### src/rtl/main_memory_pkg.sv
// Shared types and default constants for the main memory model.
// State encoding is fixed so waveforms line up with the cache controller's view.
package main_memory_pkg;

    typedef enum logic [1:0] {
        IDLE  = 2'd0,
        FETCH = 2'd1,
        READY = 2'd2
    } mem_state_t;

    localparam int MEM_LATENCY     = 4;
    localparam int MEM_BLOCK_WORDS = 4;

endpackage

### src/rtl/main_memory_if.sv
// Cache-controller <-> main-memory miss bus: level read request in, wide block out.
interface main_memory_if
    import main_memory_pkg::*;
#(
    parameter int DATA_W      = 32,
    parameter int ADDR_W      = 15,
    parameter int BLOCK_WORDS = MEM_BLOCK_WORDS
);
    logic                          read;
    logic [ADDR_W-1:0]             addr;
    logic                          mem_ready;
    logic [BLOCK_WORDS*DATA_W-1:0] block_data;
    logic                          busy;

    modport master (
        output read,
        output addr,
        input  mem_ready,
        input  block_data,
        input  busy
    );

    modport slave (
        input  read,
        input  addr,
        output mem_ready,
        output block_data,
        output busy
    );
endinterface

### src/rtl/mem_latency_counter.sv
// Loadable down-counter that times the FETCH phase; reloads to LATENCY-1 and
// holds at zero so the FSM can wait for the access to mature.
module mem_latency_counter
    import main_memory_pkg::*;
#(
    parameter int LATENCY = MEM_LATENCY
) (
    input  logic clk,
    input  logic rst,
    input  logic load,
    input  logic en,
    output logic zero
);
    localparam int CNT_W = (LATENCY > 1) ? $clog2(LATENCY) : 1;
    localparam logic [CNT_W-1:0] LOAD_VAL = CNT_W'(LATENCY - 1);

    logic [CNT_W-1:0] r_cnt;

    always_ff @(posedge clk) begin
        if (rst) begin
            r_cnt <= '0;
        end else if (load) begin
            r_cnt <= LOAD_VAL;
        end else if (en && (r_cnt != '0)) begin
            r_cnt <= r_cnt - 1'b1;
        end
    end

    assign zero = (r_cnt == '0);
endmodule

### src/rtl/main_memory.sv
// Block-organised read-only main memory: returns an aligned block LATENCY+1 cycles
// after a read request. Define MAIN_MEMORY_STATS_EN to add the access_count port.
module main_memory
    import main_memory_pkg::*;
#(
    parameter int DATA_W      = 32,
    parameter int ADDR_W      = 15,
    parameter int BLOCK_WORDS = MEM_BLOCK_WORDS,
    parameter int LATENCY     = MEM_LATENCY
) (
    input  logic         clk,
    input  logic         rst,
    main_memory_if.slave bus
`ifdef MAIN_MEMORY_STATS_EN
    ,
    output logic [15:0]  access_count
`endif
);
    localparam logic [ADDR_W-1:0] OFFSET_MASK = ADDR_W'(BLOCK_WORDS - 1);

    mem_state_t                    r_state;
    mem_state_t                    w_state_next;
    logic [ADDR_W-1:0]             r_base;
    logic [BLOCK_WORDS*DATA_W-1:0] r_block_data;
    logic [BLOCK_WORDS*DATA_W-1:0] w_block_words;
    logic                          w_cnt_load;
    logic                          w_cnt_en;
    logic                          w_cnt_zero;
    logic                          w_capture;

    // The array holds mem[i] = i and has no write path, so each word is its own
    // zero-extended address.
    function automatic logic [DATA_W-1:0] mem_word(input logic [ADDR_W-1:0] a);
        return DATA_W'(a);
    endfunction

    generate
        for (genvar gi = 0; gi < BLOCK_WORDS; gi++) begin : g_block_word
            assign w_block_words[gi*DATA_W +: DATA_W] = mem_word(r_base + ADDR_W'(gi));
        end
    endgenerate

    mem_latency_counter #(
        .LATENCY (LATENCY)
    ) u_latency (
        .clk  (clk),
        .rst  (rst),
        .load (w_cnt_load),
        .en   (w_cnt_en),
        .zero (w_cnt_zero)
    );

    always_comb begin
        w_state_next = r_state;
        w_cnt_load   = 1'b0;
        w_cnt_en     = 1'b0;
        w_capture    = 1'b0;
        case (r_state)
            IDLE: begin
                if (bus.read) begin
                    w_state_next = FETCH;
                    w_cnt_load   = 1'b1;
                end
            end
            FETCH: begin
                // Dropping read mid-fetch abandons the access without a pulse.
                if (!bus.read) begin
                    w_state_next = IDLE;
                end else if (w_cnt_zero) begin
                    w_state_next = READY;
                    w_capture    = 1'b1;
                end else begin
                    w_cnt_en = 1'b1;
                end
            end
            READY:   w_state_next = IDLE;
            default: w_state_next = IDLE;
        endcase
    end

    always_ff @(posedge clk) begin
        if (rst) begin
            r_state      <= IDLE;
            r_base       <= '0;
            r_block_data <= '0;
        end else begin
            r_state <= w_state_next;
            if (r_state == IDLE && bus.read) begin
                r_base <= bus.addr & ~OFFSET_MASK;
            end
            if (w_capture) begin
                r_block_data <= w_block_words;
            end
        end
    end

`ifdef MAIN_MEMORY_STATS_EN
    logic [15:0] r_access_count;

    always_ff @(posedge clk) begin
        if (rst) begin
            r_access_count <= '0;
        end else if (w_capture) begin
            r_access_count <= r_access_count + 16'd1;
        end
    end

    assign access_count = r_access_count;
`endif

    assign bus.mem_ready  = (r_state == READY);
    assign bus.busy       = (r_state != IDLE);
    assign bus.block_data = r_block_data;
endmodule

### src/flat_wrapper.sv
// flat-port wrapper written by rule: the top's interface ports become plain ports
module main_memory_flat import main_memory_pkg::*;
#(
    parameter int DATA_W      = 32,
    parameter int ADDR_W      = 15,
    parameter int BLOCK_WORDS = MEM_BLOCK_WORDS,
    parameter int LATENCY     = MEM_LATENCY
)
  (clk, rst, bus_read, bus_addr, bus_mem_ready, bus_block_data, bus_busy);
  main_memory_if #(.DATA_W(DATA_W), .ADDR_W(ADDR_W), .BLOCK_WORDS(BLOCK_WORDS)) bus_i ();
  input  logic clk;
  input  logic rst;
  input wire logic [$bits(bus_i.read)-1:0] bus_read;
  input wire logic [$bits(bus_i.addr)-1:0] bus_addr;
  output wire logic [$bits(bus_i.mem_ready)-1:0] bus_mem_ready;
  output wire logic [$bits(bus_i.block_data)-1:0] bus_block_data;
  output wire logic [$bits(bus_i.busy)-1:0] bus_busy;
  assign bus_i.read = bus_read;
  assign bus_i.addr = bus_addr;
  assign bus_mem_ready = bus_i.mem_ready;
  assign bus_block_data = bus_i.block_data;
  assign bus_busy = bus_i.busy;
  main_memory #(.DATA_W(DATA_W), .ADDR_W(ADDR_W), .BLOCK_WORDS(BLOCK_WORDS), .LATENCY(LATENCY)) u_core (.clk(clk), .rst(rst), .bus(bus_i));
endmodule
### config.mk
export PLATFORM = sky130hd
export DESIGN_NAME = main_memory_flat
export DESIGN_NICKNAME = d
export VERILOG_FILES = /design/src/rtl/main_memory_pkg.sv /design/src/rtl/main_memory_if.sv /design/src/rtl/mem_latency_counter.sv /design/src/rtl/main_memory.sv /design/src/flat_wrapper.sv
export SDC_FILE = /design/constraint.sdc
export NUM_CORES = 1
export LEC_CHECK = 0
export CORE_UTILIZATION = 37
export CTS_CLUSTER_SIZE = 8
export DETAILED_ROUTE_END_ITERATION = 8
export GPL_ROUTABILITY_DRIVEN = 0
export PLACE_DENSITY = 0.86
export SYNTH_ARGS = -nofsm -noshare
export SYNTH_HDL_FRONTEND = slang
export SYNTH_SLANG_ARGS = --single-unit
### constraint.sdc
create_clock -name clk -period 4.39 [get_ports clk]
set_clock_uncertainty 0.15 [all_clocks]
set_input_delay 0.439 -clock clk [delete_from_list [all_inputs] [get_ports clk]]
set_output_delay 0.439 -clock clk [all_outputs]
set_load 0.02 [all_outputs]
Word level (Yosys, flattened, before mapping):

Index checks and enable logic that the tools add are counted.

* memories kept: 0
* bits in latches: 0
* register bits after elaboration: 75
* output and inout bits: 130
* logic and storage cells: 34
* memory bits (writable): 0
* ROM bits: 0

* equal/unequal tests: 4
* add/subtract/negate cells: 4
* magnitude comparators: 0
* muxes and demuxes: 14
* shift-type cells: 0
* div/mod/pow operators: 0
* bitwise logic cells: 0
* multiply operators: 0
* reduce and logical (&&, ||, !) cells: 8

Operators with widths (number)
* $add 15x2->15 const B: 2
* $add 15x1->15 const B: 1
* $mux 2: 5
* $mux 1: 8
* $reduce_bool 2->1: 3
* $logic_not 2->1: 2
* $pmux 2 s2: 1
* $ne 3x3->1 const B: 1
* $eq 2x1->1 const B: 1
* $eq 2x2->1 const B: 1
* $logic_and 1x1->1: 2
* $ne 2x2->1 const B: 1
* $reduce_and 2->1: 1
* $sub 2x1->2 const B: 1

Logic depth before layout (Yosys ltp):

Gate-level depths: netlist (run 1).

* depth in word-level cells: 7
* mapped depth: 7
* depth with buffers taken out: 5

Cells and area by module:

From an unflattened synthesis (run 1), not the netlist that was laid out.

* cell total of the unflattened synthesis: 238
* area, all modules: 2184.6 um^2

Modules (own cells, without submodules)
* main_memory: cells an instance 226, area each 2069.5 um^2, times used 1
* mem_latency_counter: cells an instance 12, area each 115.1 um^2, times used 1

Worst setup path after synthesis (run 1):

OpenSTA, ideal clock, no wires.

* kind: reg-to-reg
* from: register u_core.u_latency.r_cnt[0]
* to: register u_core.r_block_data[97] (netlist: u_core.bus.block_data[97])
* path buffers: 2
* setup slack: 2.923 ns
* data arrival time: 1.190 ns
* stages on the path, launching flop included: 8
* period minus slack after synthesis: 1.467 ns
* cell sequence: dfxtp_1 > inv_1 > ha_1 > and4b_1 > buf_2 > buf_4 > nor2_1 > nor2_1

* longest elaborated chain between the ends: 4

Ends and longest elaborated chain
* from (decl): line mem_latency_counter.sv:17 `logic [CNT_W-1:0] r_cnt;`
* from (signal assigned): line mem_latency_counter.sv:25 `r_cnt <= r_cnt - 1'b1;`
* $logic_not 2->1: line mem_latency_counter.sv:29 `assign zero = (r_cnt == '0);`
* $mux 1: line main_memory.sv:69 `end else if (w_cnt_zero) begin`
* $mux 1: line main_memory.sv:67 `if (!bus.read) begin`
* $mux 1: line main_memory.sv:58 `case (r_state)`
* to (signal assigned): line main_memory.sv:92 `r_block_data <= w_block_words;`
* to (decl): line main_memory.sv:24 `logic [BLOCK_WORDS*DATA_W-1:0] r_block_data;`

No other way between the ends.
A chain may end at the register's enable or synchronous reset.

Worst setup path in the final report (run 1):

* from: register u_core.r_state[0]
* to: output port bus_busy

* longest elaborated chain between the ends: 1

Ends and longest elaborated chain
* from (decl): line main_memory.sv:21 `mem_state_t r_state;`
* from (signal assigned): line main_memory.sv:87 `r_state <= w_state_next;`
* $reduce_bool 2->1: line main_memory.sv:112 `assign bus.busy = (r_state != IDLE);`
* to (decl): line flat_wrapper.sv:17 `output wire logic [$bits(bus_i.busy)-1:0] bus_busy;`

No other way between the ends.

==> impl_metrics.py, run 1 <==
metrics = {
    "synthesis": {
        "synth_top_area_cell": "buf_4",
        "ys_top_cells_by_area": "buf_4 44%, dfxtp_1 31%, nand2_1 10%",
        "syn_avg_cell_area_um2": 7.88,
        "ys_seq_area_share_pct": 30.9,
        "synth_top_area_share_pct": 43.7,
        "synth_area_um2": 2010,
        "synth_cell_types": 21,
        "ys_warn_count": 0,
        "netlist_instances": 255,
        "ys_ff_latch": 31,
    },
    "clock_tree": {
        "clk_latency_ns": 0.27,
        "post-cts-setup-buffer-count": 0,
        "ctsHoldBuffers": 0,
        "postCtsResizedCells": 0,
        "cts_tree": "built",
        "cts_sinks": 31,
        "cts_buffer_depth": 2,
        "h-tree-depth": 2,
        "path_clk_slew_ns": 0.06,
        "cts_root_buf": "clkbuf_8",
        "cts_buffers": 5,
    },
    "timing": {
        "fin_crit_ns": 2.10,
        "slew_headroom_pct": 26.4,
        "rsz0062_at_grt": "false",
        "worstMarginPinSlew_ns": 1.10,
        "finalMaxSlewViolations": 0,
        "setup-violations-final": 0,
        "fmax_mhz": 475,
        "fin_crit_sh_pct": 47.9,
        "fin_ws_ns": 2.29,
        "finalSetupTns_ns": 0,
        "hold_viol": 0,
    },
    "placement": {
        "port_buffers": 73,
        "dp.cells": 346,
        "hpwl_mm": 2.49,
        "pre_cts_ws_ns": 2.13,
    },
    "min_path": {
        "whs_endpoint": "u_core.bus.block_data[78]",
        "hold_class": "flip-flop to flip-flop",
        "min_path_cells": 2,
        "worstHoldStart": "u_core.r_base[14]",
    },
    "die": {
        "ioPinCount": 148,
        "row_count": 26,
        "fp.dieW_um": 75.7,
        "initial_core_util_pct": 38.8,
        "fp.dieArea_um2": 5730,
        "core_um2": 5170,
        "chipHeight_um": 75.7,
    },
    "final_layout": {
        "fin_nets": 302,
        "syn_to_final_growth_pct": 12.7,
        "diodes": 0,
        "layout-drive-gt1-share_pct": 3.87,
        "layout.cells.non_filler": 354,
    },
    "routing": {
        "ant_nets": 0,
        "drtIter0Drc": 26,
        "viasPerCell": 3.81,
        "dr_total_vias": 1347,
        "totalWireLength_mm": 3.25,
        "wire_per_inst_um": 9.18,
        "dr.pass1.iters": 4,
        "drc": 0,
    },
    "setup_path": {
        "required_ns": 3.80,
        "cp.arrival_ns": 1.52,
        "critPathLaunchType": "flip-flop",
        "critical-path-slowest-cell": "clkdlybuf4s50_1",
        "path_class": "flip-flop to output pin",
        "worst-path-buf-inv": 1,
        "max_stage_delay_ns": 0.60,
        "r2r_slack_ns": 2.56,
        "critical_path.top_delay_family": "buffers and inverters",
        "r2r-end": "u_core.bus.block_data[102]",
        "r2r-start": "u_core.u_latency.r_cnt[0]",
        "cp-end-kind": "output pin",
        "rr_worst_depth": 5,
        "critPathMaxFanout": 9,
        "crit_chain": "or2_2 > clkdlybuf4s50_1",
    },
    "grt": {
        "met2_usage_pct": 20.6,
        "grt-busiest-layer": "met2",
        "grt_pass1_wl_mm": 4.50,
        "grt_pass1_vias": 1011,
        "grt-ovfl-total": 0,
        "use_met1_pct": 9.21,
        "grt_start_max_net_pins": 32,
        "grt_usage_pct": 10.8,
        "antenna_found_initial": 0,
        "use_met3_pct": 4.50,
    },
    "power_and_ir_drop": {
        "finalPower_mw": 0.633,
        "leakage_nw": 0.928,
        "p_per_area_nw_per_um2": 280,
        "vdd_drop_max_mv": 0.116,
    },
    "status": {
        "status": "complete, no violations",
    },
    "run": {
        "maxCapViolCount": 0,
    },
}
## worst max-delay path by stage
| stage | depth (start not counted) | slack (ns) | end | startpoint |
|---|---|---|---|---|
| floorplan | 7 | 2.92 | u_core.bus.block_data[97] | u_core.u_latency.r_cnt[0] |
| global placement | 3 | 2.16 | u_core.u_latency.r_cnt[1] | rst |
| detailed placement | 4 | 2.13 | u_core.r_base[11] | bus_read |
| CTS | 2 | 2.27 | bus_busy | u_core.r_state[0] |
| global route | 2 | 2.21 | bus_busy | u_core.r_state[0] |
| finish | 2 | 2.29 | bus_busy | u_core.r_state[0] |
## cell usage in the layout (no fill, tap or decap)
cell / netlist / final
dfxtp_1: 31 / 31
clkbuf_1: 3 / 2
or3b_4: 1 / 1
nor2b_1: 2 / 2
nor3b_1: 1 / 1
nand4b_1: 1 / 1
a31o_2: 1 / 1
clkinv_2: 0 / 1
mux2_2: 1 / 1
or2_2: 1 / 1
and4b_1: 1 / 1
nor3b_2: 1 / 1
a211oi_1: 1 / 1
clkbuf_8: 0 / 5
conb_1: 1 / 72
clkdlybuf4s50_1: 0 / 73
nor2_1: 5 / 5
a21oi_1: 27 / 27
ha_1: 1 / 1
nand2_1: 54 / 54
inv_1: 2 / 2
## worst reg2reg max path: stages, from the launching register on
cell and delay (ns):
dfxtp_1 0.33, inv_1 0.07, ha_1 0.21, nand4b_1 0.57
nand2_1 0.23, a21oi_1 0.10
## synth_stat cells
| master | n |
|---|---|
| and4b_1 | 1 |
| clkbuf_1 | 3 |
| inv_1 | 2 |
| nor2b_1 | 2 |
| buf_4 | 117 |
| nand2_1 | 54 |
| mux2_2 | 1 |
| nor3b_2 | 1 |
| nand4b_1 | 1 |
| buf_6 | 1 |
| a31o_2 | 1 |
| nor3b_1 | 1 |
| buf_2 | 2 |
| a21oi_1 | 27 |
| dfxtp_1 | 31 |
| conb_1 | 1 |
| nor2_1 | 5 |
| a211oi_1 | 1 |
| or3b_4 | 1 |
| ha_1 | 1 |
| or2_2 | 1 |
## routing by layer
metal | part of all wire (%) | wire [um]
met5 | 0 | 0
met4 | 1.9 | 63
met3 | 11 | 344
met2 | 54 | 1770
met1 | 33 | 1070
## metrics by stage
stage               area (um2)  utilization (%)  hold slack (ns)
floorplan                 2270                -            0.280
global placement          2180             42.2            0.289
detailed placement        2180             42.2            0.294
CTS                       2260             43.8            0.303
global route              2260             43.8            0.321
finish                    2260             43.8            0.303
## power by group
part	internal, mW	switching (mW)	leakage [nW]	total, mW
combinational	0.0353	0.0902	0.633	0.126
sequential	0.293	0.00767	0.253	0.300
clock	0.111	0.0966	0.0422	0.208
total	0.439	0.194	0.928	0.633
## cell type report
cell class	count	area, um2
clock inverters	1	5.00
clock buffers	7	76.3
flip-flops and latches	31	621
well taps	70	87.6
fillers	521	2910
inverters	2	7.51
repair buffers	73	731
multi-input cells	170	736
## cells by family (layout without fill, tap and decap cells)
kind of cell | after synthesis | after routing | synth area share (%)
buf+inv | 125 | 83 | 45.7
compound gates | 29 | 29 | 7.54
other cells | 1 | 72 | 0.187
flops | 31 | 31 | 30.9
fa+ha+maj | 1 | 1 | 0.623
mux | 1 | 1 | 0.561
simple gates | 67 | 67 | 14.5
## flip-flops by register name, indices dropped and copies added, names as in the netlist
name,cells
u_core.bus.block_data,14
u_core.r_base,13
u_core.r_state,2
u_core.u_latency.r_cnt,2
Note: power is estimated with default switching activity, not from simulation.
==> inputs of run 2 (changes only) <==
--- a/config.mk
+++ b/config.mk
@@ -5,11 +5,11 @@
 export SDC_FILE = /design/constraint.sdc
 export NUM_CORES = 1
 export LEC_CHECK = 0
-export CORE_UTILIZATION = 37
+export CORE_UTILIZATION = 35
 export CTS_CLUSTER_SIZE = 8
 export DETAILED_ROUTE_END_ITERATION = 8
 export GPL_ROUTABILITY_DRIVEN = 0
-export PLACE_DENSITY = 0.86
+export PLACE_DENSITY = 0.82
 export SYNTH_ARGS = -nofsm -noshare
 export SYNTH_HDL_FRONTEND = slang
 export SYNTH_SLANG_ARGS = --single-unit
==> constraint.sdc (replaced) <==
create_clock -name clk -period 2 [get_ports clk]
set_clock_uncertainty 0.15 [all_clocks]
set_input_delay 0.2 -clock clk [delete_from_list [all_inputs] [get_ports clk]]
set_output_delay 0.2 -clock clk [all_outputs]
set_load 0.02 [all_outputs]
==> run 2 against run 1 <==
Sequential cell count unchanged. Combinational power increased by 130%. Setup slack got worse by 2.1 ns. Via count increased by 4.5%. First-iteration DRC count decreased by 19%. Routed wire length increased by 0.77%. Critical path depth unchanged. Global-route usage decreased by 0.30 points. Total power increased by 130%. Worst hold slack about the same. Register-to-register slack got worse by 2.1 ns.
==> impl_metrics.py, run 2 (synthesis results as in run 1) <==
metrics = {
    "status": {
        "status": "complete, no violations",
    },
    "clock_tree": {
        "h-tree-depth": 2,
        "clk_latency_ns": 0.27,
        "post-cts-setup-buffer-count": 0,
        "cts_tree": "built",
        "path_clk_slew_ns": 0.06,
        "cts_sinks": 31,
        "cts_buffers": 5,
        "cts_buffer_depth": 2,
        "ctsHoldBuffers": 0,
        "cts_root_buf": "clkbuf_8",
        "postCtsResizedCells": 0,
    },
    "setup_path": {
        "path_class": "flip-flop to output pin",
        "worst-path-buf-inv": 1,
        "cp.arrival_ns": 1.51,
        "critPathMaxFanout": 9,
        "r2r-end": "u_core.bus.block_data[105]",
        "required_ns": 1.65,
        "r2r-start": "u_core.u_latency.r_cnt[0]",
        "cp-end-kind": "output pin",
        "critical-path-slowest-cell": "clkdlybuf4s50_1",
        "rr_worst_depth": 6,
        "critPathLaunchType": "flip-flop",
        "crit_chain": "or2_2 > clkdlybuf4s50_1",
        "r2r_slack_ns": 0.44,
        "critical_path.top_delay_family": "buffers and inverters",
        "max_stage_delay_ns": 0.59,
    },
    "final_layout": {
        "final_cell_mix": "73 x clkdlybuf4s50_1, 72 x conb_1, 54 x nand2_1",
        "utilization_pct": 42.3,
        "layout-drive-gt1-share_pct": 6.21,
        "layout_commonest_cell": "clkdlybuf4s50_1",
        "syn_to_final_growth_pct": 16.0,
        "diodes": 0,
        "fin_nets": 308,
        "largest_register_ffs": 14,
    },
    "routing": {
        "dr_total_vias": 1408,
        "viasPerCell": 3.89,
        "drc": 0,
        "ant_nets": 0,
        "wire_per_inst_um": 9.04,
        "dr.pass1.iters": 4,
        "drtIter0Drc": 21,
        "totalWireLength_mm": 3.27,
    },
    "grt": {
        "grt_usage_pct": 10.5,
        "grt_start_max_net_pins": 19,
        "antenna_found_initial": 0,
        "grt_pass1_wl_mm": 5.02,
        "grt-ovfl-total": 0,
        "grt_pass1_vias": 1146,
    },
    "power_and_ir_drop": {
        "p_per_area_nw_per_um2": 631,
        "leakage_nw": 0.966,
        "vdd_drop_max_mv": 0.301,
    },
    "die": {
        "initial_core_util_pct": 36.5,
        "chipHeight_um": 77.7,
        "core_um2": 5510,
        "fp.dieW_um": 77.7,
        "fp.dieArea_um2": 6040,
        "row_count": 27,
        "ioPinCount": 148,
    },
    "timing": {
        "finalSetupTns_ns": 0,
        "fin_crit_sh_pct": 92.8,
        "fmax_mhz": 539,
        "setup-violations-final": 0,
        "finalMaxSlewViolations": 0,
        "rsz0062_at_grt": "false",
        "hold_ws_ns": 0.303,
        "fin_crit_ns": 1.86,
        "hold_viol": 0,
    },
    "min_path": {
        "hold_class": "flip-flop to flip-flop",
        "whs_endpoint": "u_core.u_latency.r_cnt[1]",
        "worstHoldStart": "u_core.u_latency.r_cnt[1]",
        "min_path_cells": 2,
    },
    "placement": {
        "port_buffers": 73,
        "hpwl_mm": 2.60,
    },
    "run": {
        "maxCapViolCount": 0,
    },
}
[run 2: changes by cell type in the layout (fill, tap and decap cells not counted)]
cell,change
buf_4,+6
clkbuf_8,+2
clkbuf_1,-1
clkinv_2,-1
[run 2: cell type report]
class,count,area (um2)
Sequential cell,31,621
Fill cell,559,3180
Inverter,2,7.51
Tap cell,72,90.1
Clock buffer,8,100
Multi-Input combinational cell,170,736
Timing Repair Buffer,79,776
[run 2: routing by layer]
metal	global-route usage [%]	routed length, um	vias up
met5	0	0	-
met4	6.23	62	0
met2	21.2	1780	96
met3	1.88	298	4
li1	-	-	679
met1	9.39	1130	629
[run 2: worst max-delay path by stage]
stage,start,endpoint,slack (ns),cells past startpoint
global route,u_core.r_state[1],bus_mem_ready,0.06,2
CTS,u_core.r_state[0],bus_busy,0.11,2
global placement,bus_read,u_core.bus.block_data[78],0.29,5
detailed placement,bus_read,u_core.bus.block_data[105],0.28,5
floorplan,u_core.u_latency.r_cnt[0],u_core.bus.block_data[97],0.53,7
finish,u_core.r_state[0],bus_busy,0.14,2
[run 2: report_power, final]
| group | switching (mW) | internal [mW] |
|---|---|---|
| Sequential | 0.0170 | 0.642 |
| Clock | 0.211 | 0.314 |
| Combinational | 0.200 | 0.0855 |
[run 2: worst reg2reg max path, delay by kind of cell, from the launching register on]
| kind | cells | cell delay (ns) |
|---|---|---|
| AO/OA/AOI/OAI | 1 | 0.12 |
| buffers and inverters | 2 | 0.28 |
| AND/OR/NAND/NOR | 2 | 0.41 |
| adder cells (fa/ha/maj) | 1 | 0.21 |
| flip-flops | 1 | 0.33 |
[run 2: per-stage QoR]
stage / instances / cell area, um2 / worst slack [ns] / total power, mW
4_1_cts: 362 / 2330 / 0.114 / 1.49
6_report: 362 / 2330 / 0.145 / 1.47
3_3_place_gp: 354 / 2230 / 0.292 / 0.952
5_1_grt: 362 / 2330 / 0.0624 / 1.54
3_5_place_dp: 354 / 2230 / 0.283 / 0.958
2_1_floorplan: 326 / 2270 / 0.533 / 1.00
==> inputs of run 3 (changes only) <==
--- a/config.mk
+++ b/config.mk
@@ -5,11 +5,12 @@
 export SDC_FILE = /design/constraint.sdc
 export NUM_CORES = 1
 export LEC_CHECK = 0
-export CORE_UTILIZATION = 35
+export ABC_AREA = 1
+export CORE_UTILIZATION = 36
 export CTS_CLUSTER_SIZE = 8
 export DETAILED_ROUTE_END_ITERATION = 8
 export GPL_ROUTABILITY_DRIVEN = 0
-export PLACE_DENSITY = 0.82
+export PLACE_DENSITY = 0.81
 export SYNTH_ARGS = -nofsm -noshare
 export SYNTH_HDL_FRONTEND = slang
 export SYNTH_SLANG_ARGS = --single-unit
==> run 3 against run 2 <==
Routed wire length increased by 1.8%. Sequential cell count unchanged. Via count is 8.0% higher. Synthesized cell count rose by 19%. Register-to-register slack hardly changed. Sequential power is 4.4% higher. Clock-buffer cell count shrank 2. Setup slack got worse by 0.0080 ns. Final area increased by 5.6%. Critical endpoint unchanged.
==> impl_metrics.py, run 3 <==
metrics = {
    "status": {
        "status": "complete, no violations",
    },
    "die": {
        "fp.dieArea_um2": 6410,
        "chipHeight_um": 80.0,
        "initial_core_util_pct": 37.2,
        "fp.dieW_um": 80.0,
        "ioPinCount": 148,
        "core_um2": 5890,
        "row_count": 28,
    },
    "setup_path": {
        "r2r-start": "u_core.r_state[0]",
        "cp.arrival_ns": 1.51,
        "r2r_slack_ns": 0.44,
        "crit_chain": "inv_1 > nand2_1 > clkdlybuf4s50_1",
        "critPathMaxFanout": 6,
        "path_class": "flip-flop to output pin",
        "max_stage_delay_ns": 0.61,
        "required_ns": 1.65,
        "critical-path-slowest-cell": "clkdlybuf4s50_1",
        "critical_path.top_delay_family": "buffers and inverters",
        "critPathLaunchType": "flip-flop",
        "worst-path-buf-inv": 2,
        "cp-end-kind": "output pin",
        "crit_path_start": "u_core.r_state[0]",
    },
    "synthesis": {
        "synth_area_um2": 2190,
        "synth_top_area_share_pct": 40.4,
        "netlist_instances": 303,
        "syn_avg_cell_area_um2": 7.23,
        "synth_edf_count": 0,
        "synthMostInstantiatedCell": "buf_4",
        "async_flop_share_pct": 0,
        "synth_top_area_cell": "buf_4",
        "ys_warn_count": 0,
        "synth-compound-area-share_pct": 0.457,
        "synthFlopType": "dfxtp_1",
        "synth_common_cells": "118 x buf_4, 58 x nor2_1, 32 x nand2_1, 31 x dfxtp_1, 20 x inv_1",
        "ys_ff_latch": 31,
        "ys_top_cells_by_area": "buf_4 40%, dfxtp_1 28%, nor2_1 9.9%",
        "synth_xor_area_share_pct": 0,
        "ys_seq_area_share_pct": 28.3,
        "synthAdderAreaFrac_pct": 0.571,
        "synthMuxAreaShare_pct": 0,
        "yosys.area_share.simple_pct": 25.6,
        "synth_top_family_by_area": "buffers and inverters",
        "synth_cell_types": 18,
    },
    "timing": {
        "fmax_mhz": 537,
        "rsz0062_at_grt": "false",
        "slew_headroom_pct": 48.4,
        "setup-violations-final": 0,
        "hold_ws_ns": 0.333,
        "finalMaxSlewViolations": 0,
        "hold_viol": 0,
        "fin_crit_ns": 1.86,
        "worstMarginPinSlew_ns": 0.772,
        "finalSetupTns_ns": 0,
        "fin_crit_sh_pct": 93.2,
    },
    "routing": {
        "drtIter0Drc": 82,
        "wire_per_inst_um": 8.19,
        "ant_nets": 0,
        "drc": 0,
        "dr_total_vias": 1521,
        "totalWireLength_mm": 3.33,
        "viasPerCell": 3.74,
        "dr.pass1.iters": 4,
    },
    "grt": {
        "grt_pass1_vias": 1235,
        "grt-ovfl-total": 0,
        "grt_usage_pct": 10.7,
        "grt_pass1_wl_mm": 5.35,
        "antenna_found_initial": 0,
        "grt_start_max_net_pins": 29,
    },
    "clock_tree": {
        "cts_buffer_depth": 2,
        "cts_tree": "built",
        "ctsHoldBuffers": 0,
        "cts_buffers": 5,
        "cts_root_buf": "clkbuf_8",
        "h-tree-depth": 2,
        "cts_sinks": 31,
        "postCtsResizedCells": 0,
        "post-cts-setup-buffer-count": 0,
        "clk_latency_ns": 0.27,
        "path_clk_slew_ns": 0.06,
    },
    "final_layout": {
        "diodes": 0,
        "layout-drive-gt1-share_pct": 3.61,
        "syn_to_final_growth_pct": 12.3,
        "layout_commonest_cell": "clkdlybuf4s50_1",
        "fin_nets": 352,
        "largest_register_ffs": 14,
        "num-fill-cells": 604,
        "final_cell_mix": "73 x clkdlybuf4s50_1, 72 x conb_1, 58 x nor2_1",
    },
    "power_and_ir_drop": {
        "leakage_nw": 1.13,
        "finalPower_mw": 1.56,
        "p_per_area_nw_per_um2": 633,
        "vdd_drop_max_mv": 0.275,
    },
    "min_path": {
        "hold_class": "flip-flop to flip-flop",
        "worstHoldStart": "u_core.r_base[6]",
    },
    "placement": {
        "port_buffers": 73,
        "hpwl_mm": 2.66,
    },
    "run": {
        "maxCapViolCount": 0,
    },
}
## run 3: changes by cell type after synthesis, sizes merged, moves of 13 or more
cell,before,now
nor2,5,61
a21oi,27,2
nand2,54,33
inv,2,22
nand3,0,15
nand3b,0,13
## run 3: kinds of logic after synthesis
| group | after synthesis |
|---|---|
| compound gates | 2 |
| other cells | 1 |
| simple gates | 124 |
| fa+ha+maj | 1 |
| flops | 31 |
| buf+inv | 144 |
## run 3: per-stage QoR
| step | util (%) | cells | instance area (um2) | setup WS, ns |
|---|---|---|---|---|
| final | 41.8 | 407 | 2460 | 0.137 |
| after global routing | 41.8 | 407 | 2460 | 0.0399 |
| after CTS | 41.8 | 407 | 2460 | 0.123 |
| after detailed placement | 40.6 | 401 | 2390 | 0.359 |
| after global placement | 40.6 | 401 | 2390 | 0.404 |
| after floorplan | - | 374 | 2460 | 0.671 |
## run 3: where the power goes
| group | internal, mW | switching, mW |
|---|---|---|
| Sequential | 0.658 | 0.0305 |
| Clock | 0.231 | 0.197 |
| Combinational | 0.154 | 0.287 |
| Total | 1.04 | 0.515 |
## run 3: cell type report
| cell class | count | area, um2 | area share, % |
|---|---|---|---|
| flip-flops and latches | 31 | 621 | 25.2 |
| multi-input cells | 199 | 853 | 34.7 |
| well taps | 75 | 93.8 | 3.81 |
| inverters | 22 | 82.6 | 3.36 |
| clock buffers | 6 | 72.6 | 2.95 |
| repair buffers | 74 | 738 | 30.0 |
## run 3: path summary, 6_finish.rpt
| check | end | cells after the start |
|---|---|---|
| worst max register to register | u_core.r_base[3] | 4 |
| worst min register to register | u_core.r_base[6] | 2 |
| worst min-delay path | u_core.r_base[6] | 2 |
| worst max-delay path | bus_busy | 3 |
## run 3: tightest hold or removal path, cell delays in order, from the launching register on
cell     delay (ns)
dfxtp_1        0.32
nor2_1         0.05
nor2_1         0.08
## run 3: metal layers
metal  part of all wire (%)  up-vias  global-route usage, %
met5                      0        -                      0
met4                    1.4        0                   6.43
met1                     37      644                   10.4
li1                       -      786                      -
met2                     51       85                   20.1
met3                     10        6                   2.97
